$ cat config.mk
export PLATFORM = sky130hd
export DESIGN_NAME = abr_prim_onehot_wr_dec
export DESIGN_NICKNAME = d
export VERILOG_FILES = /design/src/rtl/abr_prim_pkg.sv /design/src/rtl/abr_prim_onehot_wr_dec.sv
export SDC_FILE = /design/constraint.sdc
export NUM_CORES = 1
export LEC_CHECK = 0
export ABC_CLOCK_PERIOD_IN_PS = 1800
export CAP_MARGIN = 30
export CELL_PAD_IN_SITES_DETAIL_PLACEMENT = 0
export CELL_PAD_IN_SITES_GLOBAL_PLACEMENT = 1
export CORE_ASPECT_RATIO = 2
export CORE_MARGIN = 2
export CORE_UTILIZATION = 32
export CTS_CLUSTER_SIZE = 25
export DETAILED_ROUTE_END_ITERATION = 16
export GPL_ROUTABILITY_DRIVEN = 0
export PLACE_DENSITY = 0.76
export SETUP_SLACK_MARGIN = 0.2
export SKIP_CTS_REPAIR_TIMING = 1
export SLEW_MARGIN = 10
export SYNTH_ARGS = -nofsm -noshare
export SYNTH_HDL_FRONTEND = slang
export SYNTH_SLANG_ARGS = --single-unit
$ cat constraint.sdc
create_clock -name clk_i -period 1.8 [get_ports clk_i]
set_clock_uncertainty 0.05 [all_clocks]
set_input_delay 0.27 -clock clk_i [delete_from_list [all_inputs] [get_ports clk_i]]
set_output_delay 0.27 -clock clk_i [all_outputs]
set_load 0.01 [all_outputs]
$ cat src/rtl/abr_prim_pkg.sv
// Shared types for the abr_prim one-hot write path.
// State codes are sparse with pairwise Hamming distance >= 3, so a single or
// double bit flip in the state register never lands on another legal state.
package abr_prim_pkg;

  localparam int unsigned StateWidth = 5;

  // IDLE^ACTIVE = 4 bits, IDLE^ERROR = 3 bits, ACTIVE^ERROR = 3 bits.
  typedef enum logic [StateWidth-1:0] {
    ST_IDLE   = 5'b01100,
    ST_ACTIVE = 5'b10010,
    ST_ERROR  = 5'b11001
  } wr_dec_state_e;

  // Any code that is neither IDLE nor ACTIVE is treated as an error state,
  // including the illegal encodings.
  function automatic logic state_is_error(wr_dec_state_e st);
    return (st != ST_IDLE) && (st != ST_ACTIVE);
  endfunction

endpackage

$ cat src/rtl/abr_prim_onehot_wr_dec.sv
// Purpose: registered one-hot write-enable decoder with a sticky fatal-error FSM.
// Latency: 1 cycle from request acceptance to oh_o/addr_o/en_o.
// Backpressure: single-entry stage; req_ready_o drops while a beat is stalled by oh_ready_i.
//
// Ports:
//   clk_i, rst_i              clock, synchronous active-high reset
//   req_valid_i/req_ready_o   request handshake, req_addr_i is the target index
//   oh_o, addr_o, en_o        registered write beat; completes when en_o && oh_ready_i
//   chk_err_i                 error from the downstream one-hot checker
//   fatal_err_o               sticky error, cleared only by rst_i
//   wr_cnt_o                  saturating count of completed beats
module abr_prim_onehot_wr_dec
  import abr_prim_pkg::*;
#(
  parameter int AddrWidth   = 5,
  parameter int OneHotWidth = 2 ** AddrWidth,
  parameter int CntWidth    = 16
) (
  input  logic                   clk_i,
  input  logic                   rst_i,
  input  logic                   req_valid_i,
  output logic                   req_ready_o,
  input  logic [AddrWidth-1:0]   req_addr_i,
  output logic [OneHotWidth-1:0] oh_o,
  output logic [AddrWidth-1:0]   addr_o,
  output logic                   en_o,
  input  logic                   oh_ready_i,
  input  logic                   chk_err_i,
  output logic                   fatal_err_o,
  output logic [CntWidth-1:0]    wr_cnt_o
);

  // One extra bit so OneHotWidth == 2**AddrWidth is representable.
  localparam logic [AddrWidth:0] OhLimit = (AddrWidth + 1)'(OneHotWidth);
  localparam logic [CntWidth-1:0] CntMax = {CntWidth{1'b1}};

  wr_dec_state_e          state_q, state_d;
  logic [OneHotWidth-1:0] oh_q, oh_dec;
  logic [AddrWidth-1:0]   addr_q;
  logic                   en_q;
  logic [CntWidth-1:0]    cnt_q;

  logic in_range, accept, load, beat_done;

  assign in_range    = {1'b0, req_addr_i} < OhLimit;
  assign req_ready_o = !rst_i && (state_q == ST_ACTIVE) && (!en_q || oh_ready_i);
  assign accept      = req_valid_i && req_ready_o;
  assign load        = accept && in_range;
  assign beat_done   = en_q && oh_ready_i;

  always_comb begin
    oh_dec = '0;
    for (int i = 0; i < OneHotWidth; i++) begin
      oh_dec[i] = (req_addr_i == AddrWidth'(i));
    end
  end

  // Next-state logic. chk_err_i is honoured in IDLE as well as ACTIVE.
  always_comb begin
    state_d = state_q;
    case (state_q)
      ST_IDLE:   state_d = chk_err_i ? ST_ERROR : ST_ACTIVE;
      ST_ACTIVE: if (chk_err_i || (accept && !in_range)) state_d = ST_ERROR;
      ST_ERROR:  state_d = ST_ERROR;
      default:   state_d = ST_ERROR;
    endcase
  end

  always_ff @(posedge clk_i) begin
    if (rst_i) begin
      state_q <= ST_IDLE;
      oh_q    <= '0;
      addr_q  <= '0;
      en_q    <= 1'b0;
      cnt_q   <= '0;
    end else begin
      state_q <= state_d;
      // Leaving ACTIVE squashes the pending beat; addr_q keeps its last value.
      if (state_d != ST_ACTIVE) begin
        oh_q <= '0;
        en_q <= 1'b0;
      end else if (load) begin
        oh_q   <= oh_dec;
        addr_q <= req_addr_i;
        en_q   <= 1'b1;
      end else if (beat_done) begin
        oh_q <= '0;
        en_q <= 1'b0;
      end
      // A beat that completes in the same cycle as an error is not counted.
      if (beat_done && (state_d == ST_ACTIVE) && (cnt_q != CntMax)) begin
        cnt_q <= cnt_q + CntWidth'(1);
      end
    end
  end

  assign oh_o        = oh_q;
  assign addr_o      = addr_q;
  assign en_o        = en_q;
  assign wr_cnt_o    = cnt_q;
  assign fatal_err_o = state_is_error(state_q);

`ifndef SYNTHESIS
  a_oh_onehot0 : assert property (@(posedge clk_i) disable iff (rst_i) $onehot0(oh_o));
  a_en_matches : assert property (@(posedge clk_i) disable iff (rst_i) en_o == (|oh_o));
  a_stall_hold : assert property (@(posedge clk_i) disable iff (rst_i)
    (en_o && !oh_ready_i) |=> (fatal_err_o ||
      ($stable(oh_o) && $stable(addr_o) && $stable(en_o))));
  a_fatal_sticky : assert property (@(posedge clk_i) disable iff (rst_i)
    ($past(fatal_err_o) && !$past(rst_i)) |-> fatal_err_o);
`endif

endmodule

* Word-level counts from Yosys, hierarchy flattened
Cells that the tools add are included.
** Storage, ports and cells
- Bits in registers :: 59
- Output and inout bits :: 56
- Word-level logic and storage cells :: 66
** Operators by class
- $add $sub $neg :: 1
- Equal/unequal tests :: 38
- Mux-type cells :: 7
- Bitwise operators :: 1
- Reduce and logical (&&, ||, !) cells :: 14
** Operators with widths (number)
- 5-bit equality test, second input constant :: 18
- 32-bit two-way mux :: 2
- 5-bit by 4-bit equality test with 1-bit output, second input constant :: 9
- 5-bit by 3-bit equality test with 1-bit output, second input constant :: 4
- 16-bit by 1-bit adder with 16-bit output, second input constant :: 1
- 16-bit != test, second input constant :: 1
- 5-bit by 2-bit equality test with 1-bit output, second input constant :: 2
- 5-bit != test, second input constant :: 2
- 5-bit case mux with 2 select lines :: 1
- 1-bit logical AND :: 7
- 5-bit by 1-bit equality test with 1-bit output, second input constant :: 1
- 5-bit zero test :: 1
- 5-bit two-way mux :: 1
- 5-bit by 4-bit != test with 1-bit output, second input constant :: 1
- 4-bit two-way mux :: 1
- 1-bit zero test :: 2
- 1-bit two-way mux :: 2
- 2-bit AND reduction :: 1
- 2-bit nonzero test :: 1
- 2-bit OR reduction :: 1
- 1-bit logical OR :: 1
- 1-bit NOT :: 1

* Logic depth before layout (Yosys ltp)
- Word-level depth :: 5
- Mapped depth :: 6

* Least setup slack after synthesis
Ideal clock, no wire load.
- Path kind :: register -> register
- From :: register cnt_q[6], in the netlist wr_cnt_o[6]
- To :: register cnt_q[10], in the netlist wr_cnt_o[10]
- Data arrival time :: 1.675 ns
- Setup slack :: -0.048 ns
- Stages on the path, launching flop included :: 6
- Buffers on the path :: 0
- Clock period less this slack :: 1.848 ns
- Cell sequence :: dfxtp_1 nand2_2 or4_4 o21ai_4 nor4_1 mux2_1
** On the way
- Longest elaborated chain between the ends :: 2
** RTL lines
- from (decl) :: line abr_prim_onehot_wr_dec.sv:41 : logic [CntWidth-1:0] cnt_q;
- from (signal assigned) :: line abr_prim_onehot_wr_dec.sv:92 : cnt_q <= cnt_q + CntWidth'(1);
- parallel branches: the longest is 2 deep, another holds 16-bit by 1-bit adder with 16-bit output
Parallel ways; which one is timed is not known.
A chain may end at the register's enable or synchronous reset.

* Final worst setup path
- From :: register cnt_q[4], in the netlist wr_cnt_o[4]
- To :: register cnt_q[10], in the netlist wr_cnt_o[10]
Same word-level chain as after synthesis.

==> results.sh <==
export IMPL_status="finished clean"
export IMPL_finalHoldViolCount=0
export IMPL_cts_buffers=9
export IMPL_max_cap_viol_count=0
export IMPL_yosysUniqueCellTypes=48
export IMPL_setup_viol=0
export IMPL_synthFlopType="dfxtp_1"
export IMPL_avgRoutedWirePerCell_um=16.0
export IMPL_synth_fp_nets=266
export IMPL_maxSlewHeadroom_pct=66.2
export IMPL_ys_warn_count=0
export IMPL_fin_crit_sh_pct=96.6
export IMPL_final_cell_area_um2=4290
export IMPL_vias=2350
export IMPL_syn_area_um2=2390
export IMPL_rows=44
export IMPL_ys_seq_elements=59
export IMPL_critical_path_max_fanout=4
export IMPL_yosys_area_top_type="dfxtp_1"
export IMPL_met2WireLength_um=4450
export IMPL_ir_drop_mv=0.367
export IMPL_io_pins=66
export IMPL_r2r_start="wr_cnt_o[4]"
export IMPL_yosys_top_cells_area="dfxtp_1 (49%), a22oi_1 (10%), nor2_1 (8.5%), mux2i_1 (2.9%), nand2_1 (1.9%)"
export IMPL_end_kind="flop"
export IMPL_synthArstFlopShare_pct=0
export IMPL_die_area_um2=8230
export IMPL_layout_min_cycle_time_ns=1.74
export IMPL_antenna_found_initial=0
export IMPL_critPathKind="flop to flop"
export IMPL_die_h_um=126
export IMPL_clockBufferDepth=2
export IMPL_setup_slack_ns=0.0609
export IMPL_hold_slack_ns=0.378
export IMPL_avgSynthCellArea_um2=9.39
export IMPL_clock_latency_ns=0.33
export IMPL_wl_um=7490
export IMPL_coreArea_um2=7270
export IMPL_viasPerCell=5.02
export IMPL_place_area_um2=3540
export IMPL_synth_top_area_share_pct=49.3
export IMPL_cts_sinks=59
export IMPL_synth_common_cells="dfxtp_1 (59), nor2_1 (54), a22oi_1 (32)"
export IMPL_synthCells=255
export IMPL_grt_pass1_vias=2116
export IMPL_grt_setup_unrepaired="yes"
export IMPL_grtUsageTotal_pct=17.1
export IMPL_clk_pin_slew_ns=0.05
export IMPL_final_max_slew_violation_count=0
export IMPL_clock_root_buffer="clkbuf_16"
export IMPL_layout_drive_gt1_share_pct=37.8
export IMPL_post_route_util_pct=59.1
export IMPL_drtAntennaViolNets=0
export IMPL_cts_tree="yes"
export IMPL_syn2layout_area_growth_pct=79.2
export IMPL_fin_setup_tns_ns=0
export IMPL_p_leak_nw=1.73
export IMPL_drc=0
export IMPL_tightest_slew_ns=0.505
export IMPL_grt_max_degree=36
export IMPL_cp_startpoint="wr_cnt_o[4]"
export IMPL_final_nets=382
export IMPL_cellPowerDensity_nw_per_um2=719
export IMPL_grt_pass1_wl_um=10600
export IMPL_critPathLaunchType="flop"
export IMPL_num_antenna_cells=0
export IMPL_portBuffers=65
export IMPL_start_util_pct=33.0
export IMPL_dp_cells=442
export IMPL_hpwl_um=5040
export IMPL_overflow=0
export IMPL_h_tree_depth=3
export IMPL_routed_top_layer="met4"
export IMPL_met1_length_um=2530
export IMPL_routed_wl_met3_um=284
export IMPL_drt_iter0_markers=126
export IMPL_hp_class="input port to flop"
export IMPL_required_ns=1.96
export IMPL_yosysSeqAreaShare_pct=49.3
export IMPL_synth_most_common_cell="dfxtp_1"
export IMPL_synth_edff_count=0
export IMPL_fin_cells=468
export IMPL_hp_start="oh_ready_i"
export IMPL_power_mw=3.09
export IMPL_drtPass1Iterations=4
export IMPL_fmax_mhz=575
export IMPL_fp_dieW_um=65.2
export IMPL_worstPathArrival_ns=1.90
export IMPL_post_place_ws_ns=-0.375
layout by cell type (no fill, tap or decap), drive strengths merged, types with 4 or more instances in the layout:
| master | instances |
|---|---|
| dfxtp | 59 |
| nor2 | 55 |
| clkdlybuf4s50 | 51 |
| buf | 51 |
| a22oi | 32 |
| clkbuf | 14 |
| dlymetal6s2s | 13 |
| nand2 | 13 |
| mux2i | 7 |
| inv | 6 |
| xnor2 | 5 |
| nor3b | 5 |
| nor3 | 5 |
| nor4 | 5 |
| o211ai | 4 |
| nand3 | 4 |
final cells by class:
type,count,area [um2]
clock buffer,10,229
sequential,59,1220
timing repair buffer,119,1210
tap,92,115
clock inverter,6,63.8
inverter,5,18.8
fill,650,2980
multi-input combinational,177,1430
cells by family after synthesis:
| family | share of synthesized area (%) |
|---|---|
| AOI/OAI and AO/OA | 16.2 |
| xor gates and xnor gates | 2.19 |
| adders and majority gates | 0.522 |
| buffers and inverters | 3.29 |
| DFF | 49.3 |
| muxes | 4.34 |
| and+or+nand+nor | 24.1 |
critical path, cell delays in order (launching register included):
cell	delay, ns
dfxtp_4	0.36
nand3_4	0.08
or4_4	0.57
o21ai_4	0.19
nor4_2	0.06
mux2_1	0.31
flip-flops by register name, indices dropped and copies added (netlist names):
name	flops
en_o	1
addr_o	5
state_q	5
oh_o	32
wr_cnt_o	16
report_power, final:
part	internal [mW]	switching, mW
sequential	1.30	0.00301
combinational	0.0452	0.0630
clock	1.07	0.604
per-layer routing:
metal  up-vias  GRT usage, %
met1      1116          17.8
li1       1151             -
met3        14          3.01
met2        69          31.3
met5         -             0
met4         0          9.44
path summary, 6_finish.rpt:
kind	endpoint	slack, ns	depth (start not counted)
worst max-delay path	wr_cnt_o[10]	0.06	5
worst min-delay path	en_o	0.38	4
worst max register to register	wr_cnt_o[10]	0.06	5
worst min register to register	addr_o[2]	0.45	2
(Power assumes the default switching activity.)
